[config.mk]
export PLATFORM = sky130hd
export DESIGN_NAME = pipe_hazard_ctrl
export DESIGN_NICKNAME = d
export VERILOG_FILES = /design/src/rtl/pipe_hazard_ctrl.sv
export SDC_FILE = /design/constraint.sdc
export NUM_CORES = 1
export LEC_CHECK = 0
export ABC_AREA = 1
export BUFFER_PORTS_ARGS = -buffer_cell sky130_fd_sc_hd__buf_2
export CAP_MARGIN = 5
export CORE_ASPECT_RATIO = 1.5
export CORE_UTILIZATION = 43
export CTS_CLUSTER_DIAMETER = 100
export DETAILED_ROUTE_END_ITERATION = 8
export GPL_TIMING_DRIVEN = 0
export PLACE_DENSITY_LB_ADDON = 0.15
export SLEW_MARGIN = 20
export SYNTH_ARGS = -nofsm -noshare
export SYNTH_HDL_FRONTEND = slang
export SYNTH_SLANG_ARGS = --single-unit
[constraint.sdc]
create_clock -name clk -period 1.7 [get_ports clk]
set_input_delay 0.255 -clock clk [delete_from_list [all_inputs] [get_ports clk]]
set_output_delay 0.255 -clock clk [all_outputs]
set_load 0.02 [all_outputs]
[src/rtl/pipe_hazard_ctrl.sv]
// Pipeline hazard controller: load-use / RAW stall, branch redirect flush, load-wait freeze
// and EX operand forwarding select. Define PIPE_FWD_EN to compile in forwarding.
module pipe_hazard_ctrl #(
    parameter int RF_ADDRESS = 5,
    parameter int LOAD_LAT   = 1
) (
    input  logic                  clk,
    input  logic                  reset,
    input  logic                  id_valid,
    input  logic [RF_ADDRESS-1:0] id_rs1,
    input  logic [RF_ADDRESS-1:0] id_rs2,
    input  logic                  id_rs1_used,
    input  logic                  id_rs2_used,
    input  logic [RF_ADDRESS-1:0] id_rd,
    input  logic                  id_regwrite,
    input  logic                  id_memread,
    input  logic                  ex_redirect,
    output logic                  pc_en,
    output logic                  if_id_en,
    output logic                  id_ex_en,
    output logic                  ex_mem_en,
    output logic                  mem_wb_en,
    output logic                  if_id_flush,
    output logic                  id_ex_bubble,
    output logic [1:0]            forward_a,
    output logic [1:0]            forward_b,
    output logic                  stall
);
    localparam int CLOG = $clog2(LOAD_LAT + 1);
    localparam int CW   = (CLOG > 1) ? CLOG : 1;

    logic                  ex_valid, ex_regwrite, ex_memread;
    logic [RF_ADDRESS-1:0] ex_rd;
    logic                  mem_valid, mem_regwrite, mem_memread;
    logic [RF_ADDRESS-1:0] mem_rd;
    logic                  wb_valid, wb_regwrite;
    logic [RF_ADDRESS-1:0] wb_rd;
    logic [CW-1:0]         wait_cnt;

    logic ex_prod, mem_prod, wb_prod;
    logic freeze, hazard;

`ifdef PIPE_FWD_EN
    logic [RF_ADDRESS-1:0] ex_rs1, ex_rs2;
    logic                  ex_rs1_used, ex_rs2_used;
`endif

    function automatic logic hit(input logic prod, input logic [RF_ADDRESS-1:0] rd,
                                 input logic used, input logic [RF_ADDRESS-1:0] src);
        return prod & used & (rd == src);
    endfunction

    // Only a valid, register-writing record with a non-zero destination can produce a value.
    assign ex_prod  = ex_valid  & ex_regwrite  & (ex_rd  != '0);
    assign mem_prod = mem_valid & mem_regwrite & (mem_rd != '0);
    assign wb_prod  = wb_valid  & wb_regwrite  & (wb_rd  != '0);

    generate
        if (LOAD_LAT == 0) begin : g_no_wait
            assign freeze = 1'b0;
        end else begin : g_wait
            assign freeze = mem_valid & mem_memread & (wait_cnt < CW'(LOAD_LAT));
        end
    endgenerate

`ifdef PIPE_FWD_EN
    assign hazard = id_valid & ex_memread &
                    (hit(ex_prod, ex_rd, id_rs1_used, id_rs1) |
                     hit(ex_prod, ex_rd, id_rs2_used, id_rs2));

    // MEM stage is younger than WB, so its result wins when both match.
    always_comb begin
        forward_a = 2'b00;
        forward_b = 2'b00;
        if (ex_valid) begin
            if (hit(mem_prod, mem_rd, ex_rs1_used, ex_rs1))
                forward_a = 2'b10;
            else if (hit(wb_prod, wb_rd, ex_rs1_used, ex_rs1))
                forward_a = 2'b01;
            if (hit(mem_prod, mem_rd, ex_rs2_used, ex_rs2))
                forward_b = 2'b10;
            else if (hit(wb_prod, wb_rd, ex_rs2_used, ex_rs2))
                forward_b = 2'b01;
        end
    end

    always_ff @(posedge clk or negedge reset) begin
        if (!reset) begin
            ex_rs1      <= '0;
            ex_rs2      <= '0;
            ex_rs1_used <= 1'b0;
            ex_rs2_used <= 1'b0;
        end else if (!freeze) begin
            ex_rs1      <= id_rs1;
            ex_rs2      <= id_rs2;
            ex_rs1_used <= id_rs1_used;
            ex_rs2_used <= id_rs2_used;
        end
    end
`else
    // No bypass network: any in-flight producer of a used source holds ID until it retires.
    assign hazard = id_valid &
                    (hit(ex_prod,  ex_rd,  id_rs1_used, id_rs1) |
                     hit(ex_prod,  ex_rd,  id_rs2_used, id_rs2) |
                     hit(mem_prod, mem_rd, id_rs1_used, id_rs1) |
                     hit(mem_prod, mem_rd, id_rs2_used, id_rs2) |
                     hit(wb_prod,  wb_rd,  id_rs1_used, id_rs1) |
                     hit(wb_prod,  wb_rd,  id_rs2_used, id_rs2));
    assign forward_a = 2'b00;
    assign forward_b = 2'b00;
`endif

    always_comb begin
        pc_en        = 1'b1;
        if_id_en     = 1'b1;
        id_ex_en     = 1'b1;
        ex_mem_en    = 1'b1;
        mem_wb_en    = 1'b1;
        if_id_flush  = 1'b0;
        id_ex_bubble = 1'b0;
        stall        = 1'b0;
        if (reset) begin
            if (freeze) begin
                pc_en     = 1'b0;
                if_id_en  = 1'b0;
                id_ex_en  = 1'b0;
                ex_mem_en = 1'b0;
                mem_wb_en = 1'b0;
                stall     = 1'b1;
            end else if (ex_redirect) begin
                if_id_flush  = 1'b1;
                id_ex_bubble = 1'b1;
            end else if (hazard) begin
                pc_en        = 1'b0;
                if_id_en     = 1'b0;
                id_ex_bubble = 1'b1;
                stall        = 1'b1;
            end
        end
    end

    always_ff @(posedge clk or negedge reset) begin
        if (!reset) begin
            ex_valid     <= 1'b0;
            ex_rd        <= '0;
            ex_regwrite  <= 1'b0;
            ex_memread   <= 1'b0;
            mem_valid    <= 1'b0;
            mem_rd       <= '0;
            mem_regwrite <= 1'b0;
            mem_memread  <= 1'b0;
            wb_valid     <= 1'b0;
            wb_rd        <= '0;
            wb_regwrite  <= 1'b0;
            wait_cnt     <= '0;
        end else if (freeze) begin
            wait_cnt <= wait_cnt + CW'(1);
        end else begin
            wait_cnt     <= '0;
            wb_valid     <= mem_valid;
            wb_rd        <= mem_rd;
            wb_regwrite  <= mem_regwrite;
            mem_valid    <= ex_valid;
            mem_rd       <= ex_rd;
            mem_regwrite <= ex_regwrite;
            mem_memread  <= ex_memread;
            ex_valid     <= id_valid & ~id_ex_bubble;
            ex_rd        <= id_rd;
            ex_regwrite  <= id_regwrite;
            ex_memread   <= id_memread;
        end
    end
endmodule

# == Yosys cells after proc, flatten, opt, wreduce, memory -nomap -nowiden ==
# Index checks and enable logic that the tools add are counted.
# W data, S select, Z words.
# op_classes
addsub,1
mul,0
div,0
n_lt_le_gt_ge,1
n_eq_ne,6
n_shift,0
mux,17
n_bitwise,28
reduce_logical,3
# ops
op,n
$eq A5 B5 Y1,6
$and A1 B1 Y1,22
$mux W1,17
$reduce_bool A5 Y1,3
$or A1 B1 Y1,5
$add A1 B1 Y1 const B,1
$lt A1 B1 Y1 const B,1
$not A1 Y1,1
# totals
reg_bits,24
latch_bits,0
ram_bits,0
rom_bits,0
in_bits,23
output_inout_bits,12
wordCells,68
n_memories,0

# == Depth between registers and ports, before layout ==
# logic_depth
word_depth,16
mapped_depth,13
mapped_depth_nobuf,13

# == Worst setup path before layout ==
# No wires, ideal clock.
# synth_timing
path_type,reg2out
from,reg ex_rd[2]
to,out pc_en
arrival_time_ns,1.487
slack_ns,-0.042
stages_incl_launch_ff,11
n_path_buf,1
cell_sequence,dfrtp_1 > nor3_1 > nand3_1 > nand3_1 > inv_1 > nand2_1 > nand3_2 > nand4_1 > nand2_1 > inv_1 > buf_4
# synth_between
elab_chain_len,14
elab_cells_between_ends,18
cone_classes,eq/ne: 2; mux: 4; bitwise: 11; reduce/logical: 1
# synth_lines
element,line,source
from (decl),33,logic [RF_ADDRESS-1:0] ex_rd;
from (signal assigned),168,ex_rd <= id_rd;
$reduce_bool A5 Y1,54,assign ex_prod = ex_valid & ex_regwrite & (ex_rd != '0);
$and A1 B1 Y1,54,
$and A1 B1 Y1 (2 in a row),50,return prod & used & (rd == src);
$or A1 B1 Y1 (*),103,"(hit(ex_prod, ex_rd, id_rs1_used, id_rs1) |"
$or A1 B1 Y1 (*),104,"hit(ex_prod, ex_rd, id_rs2_used, id_rs2) |"
$or A1 B1 Y1 (*),105,"hit(mem_prod, mem_rd, id_rs1_used, id_rs1) |"
$or A1 B1 Y1 (*),106,"hit(mem_prod, mem_rd, id_rs2_used, id_rs2) |"
$or A1 B1 Y1 (*),107,"hit(wb_prod, wb_rd, id_rs1_used, id_rs1) |"
$and A1 B1 Y1 (*),102,assign hazard = id_valid &
$mux W1 (*) (4 in a row),-,
to (decl),18,"output logic pc_en,"
# Every way passes the cells marked *; elsewhere a longest branch is shown, timed or not.

# == Final worst setup path ==
# layout_timing
from,reg mem_rd[3]
to,out pc_en
# layout_between
elab_chain_len,13
elab_cells_between_ends,17
cone_classes,eq/ne: 2; mux: 4; bitwise: 10; reduce/logical: 1
# layout_lines
element,line,source
from (decl),35,logic [RF_ADDRESS-1:0] mem_rd;
from (signal assigned),164,mem_rd <= ex_rd;
$reduce_bool A5 Y1,55,assign mem_prod = mem_valid & mem_regwrite & (mem_rd != '0);
$and A1 B1 Y1,55,
$and A1 B1 Y1 (2 in a row),50,
$or A1 B1 Y1,104,
$or A1 B1 Y1 (*),105,
$or A1 B1 Y1 (*),106,
$or A1 B1 Y1 (*),107,
$and A1 B1 Y1 (*),102,
$mux W1 (*),133,end else if (hazard) begin
$mux W1 (*),130,end else if (ex_redirect) begin
$mux W1 (*),123,if (freeze) begin
$mux W1 (*),122,if (reset) begin
# Marks and branches as above.

==> impl_metrics.json <==
{
  "cts_num_sinks": 24,
  "die_h_um": 76.1,
  "insertion_delay_ns": 0.26,
  "cts_buffer_depth": 2,
  "die-area_um2": 3910,
  "worst_pin_slew_ns": 0.596,
  "gp_congestion": 0.891,
  "final_hold_viol_count": 24,
  "max_clock_freq_ghz": 0.491,
  "grt_pass1_vias": 1389,
  "reg2reg_slack_ns": 0.26,
  "grt_max_degree": 28,
  "grt-ovfl-total": 0,
  "firstDrtPassIters": 4,
  "postLayoutCoreUtil": 0.563,
  "power_leakage_nw": 1.17,
  "ctsHoldBuffers": 0,
  "grt_setup_unrepaired": "yes",
  "maxCapViolCount": 0,
  "r2r-end": "ex_valid",
  "drive_above_1_share": 0.249,
  "clockRootBuffer": "clkbuf_8",
  "final_nets": 325,
  "core_area_um2": 3450,
  "drc": 0,
  "synth-seq-cells": 24,
  "fin_tns_setup_ns": -1.10,
  "violations": "hold timing, setup timing",
  "cts_tree": "yes",
  "postRouteAntennaNets": 0,
  "r2r_start": "mem_rd[3]",
  "nFillCells": 383,
  "final-max-slew-violation-count": 0,
  "io_buffers": 30,
  "area_growth_pct": 23.5,
  "synth_area_um2": 1570,
  "final-setup-viol-count": 4,
  "power_frac_seq": 0.351,
  "dpl_cell_area_um2": 1790,
  "grt_usage": 0.231,
  "pwr-share-clk": 0.152,
  "worstRegToRegCells": 13,
  "wire_per_inst_um": 12.2,
  "path_clk_slew_ns": 0.09,
  "min_period_over_period": 1.20,
  "num_io_pins": 35,
  "ys_types": 18,
  "p_int_w": 0.00182,
  "critPathKind": "reg -> out",
  "relSlewSlack": 0.603,
  "setup_ws_ns": -0.337,
  "num_rows": 26,
  "vias": 1635,
  "cts_made_buffers": 3,
  "design_area_um2": 1940,
  "avgSynthCellArea_um2": 6.12,
  "comb_power_share": 0.497,
  "cp_max_fo": 4,
  "crit_required_ns": 1.44,
  "drt_iter0_markers": 44,
  "power.density_nw_per_um2": 1690,
  "dpl.hpwl_um": 3220,
  "routed_wl_um": 4190,
  "start_util": 0.456,
  "grt_pass1_wl_um": 6600,
  "cp_data_arrival_time_ns": 1.78,
  "cp-end-kind": "output pin",
  "p_switching_w": 0.00146,
  "fin_skew_ns": 0.00231,
  "cp-start-kind": "register",
  "ir_worst_vdd_mv": 0.976,
  "holdWs_ns": -0.0142,
  "viasPerCell": 4.77,
  "switching_share": 0.446,
  "ys_seq_area_frac": 0.382,
  "antenna_found_initial": 0,
  "hp-class": "in -> async",
  "yosysWarnings": 0,
  "die_x_um": 51.4,
  "status": "complete, but fails checks",
  "netlist_instances": 257,
  "h-tree-depth": 1,
  "fin_crit_ns": 2.04,
  "antenna_cells": 0
}
==> state kept, by name, summed over array words and instances, names as in the netlist <==
register      count
ex_rd             5
mem_memread       1
ex_valid          1
mem_rd            5
mem_regwrite      1
wait_cnt          1
ex_memread        1
ex_regwrite       1
wb_rd             5
wb_valid          1
mem_valid         1
wb_regwrite       1
==> synth_stat cells <==
library cell	count	area, µm²
nand2_1	115	432
nor2_1	28	105
inv_1	25	93.8
dfrtp_1	24	601
o21ai_0	20	100
inv_2	12	45.0
nand3_1	11	55.1
buf_4	7	52.6
nand4_1	3	18.8
clkbuf_1	2	7.51
nor3_1	2	10.0
o21ai_1	2	10.0
buf_1	1	3.75
buf_2	1	5.00
clkbuf_8	1	13.8
conb_1	1	3.75
nand3_2	1	10.0
or2_2	1	6.26
==> cells by family after synthesis <==
logic type / after synthesis / synth area share
simple gates: 161 / 0.405
buf+inv: 49 / 0.141
flops: 24 / 0.382
compound gates: 22 / 0.0700
other cells: 1 / 0.00238
==> worst max path at each step <==
stage / start / to / slack (ns) / depth (start not counted)
floorplan: ex_rd[2] / pc_en / 0.02 / 10
global placement: mem_rd[0] / pc_en / -0.11 / 13
detailed placement: mem_rd[0] / pc_en / -0.13 / 13
CTS: mem_rd[3] / pc_en / -0.36 / 13
global route: mem_rd[0] / pc_en / -0.50 / 12
finish: mem_rd[3] / pc_en / -0.34 / 13
==> area by class of cell <==
type / count / area [µm²] / area share
inverters: 37 / 139 / 0.0715
clock inverters: 1 / 30.0 / 0.0155
plain buffers: 12 / 87.6 / 0.0451
well taps: 42 / 52.6 / 0.0270
clock buffers: 3 / 41.3 / 0.0212
flip-flops and latches: 24 / 603 / 0.310
multi-input cells: 187 / 774 / 0.399
repair buffers: 37 / 215 / 0.111
==> cell usage in the layout (no fill, tap or decap), drive strengths merged <==
| cell type | netlist | final |
|---|---|---|
| nand2 | 115 | 115 |
| buf | 9 | 47 |
| inv | 37 | 37 |
| nor2 | 28 | 28 |
| dfrtp | 24 | 24 |
| o21ai | 22 | 22 |
| nand3 | 12 | 12 |
| clkbuf | 3 | 5 |
| conb | 1 | 4 |
| nand4 | 3 | 3 |
| nor3 | 2 | 2 |
| or2 | 1 | 1 |
| bufinv | 0 | 1 |
==> timing repair <==
item,CTS,global route
endpoints found under the setup margin,4,6
pin swaps,6,6
buffers inserted,4,3
resized for setup,6,10
==> per-layer routing <==
metal / vias up / global-route usage / routed length, µm
met2: 39 / 0.404 / 2210
met3: 11 / 0.0200 / 133
li1: 853 / - / -
met1: 732 / 0.270 / 1690
met4: 0 / 0.116 / 148
met5: - / 0 / 0
==> power groups by stage <==
stage / sequential [W] / combinational [W] / clock, W
2_1_floorplan: 0.00107 / 0.00107 / 0
3_3_place_gp: 0.00116 / 0.00144 / 0
3_5_place_dp: 0.00116 / 0.00145 / 0
4_1_cts: 0.00115 / 0.00155 / 0.000511
5_1_grt: 0.00118 / 0.00185 / 0.000534
6_report: 0.00115 / 0.00163 / 0.000500
==> through the flow <==
step	instances	setup WS (ns)	hold slack (ns)	total power (W)
6_report	343	-0.337	-0.0142	0.00328
5_1_grt	343	-0.497	0.0408	0.00357
4_1_cts	340	-0.363	0.00300	0.00321
3_5_place_dp	332	-0.127	0.295	0.00262
3_3_place_gp	332	-0.111	0.289	0.00259
2_1_floorplan	260	0.0208	-0.0406	0.00214
==> worst max-delay path: stages (launching register included) <==
cell and delay (ns):
dfrtp_1 0.43, buf_4 0.15, nand2_1 0.06, nand2_1 0.05, nor2_1 0.08, nand3_1 0.07, nand2_1 0.09, nand2_1 0.07
nand3_2 0.07, nand4_1 0.09, nand2_2 0.10, inv_2 0.04, buf_6 0.10, buf_6 0.12
(Power assumes the default switching activity.)
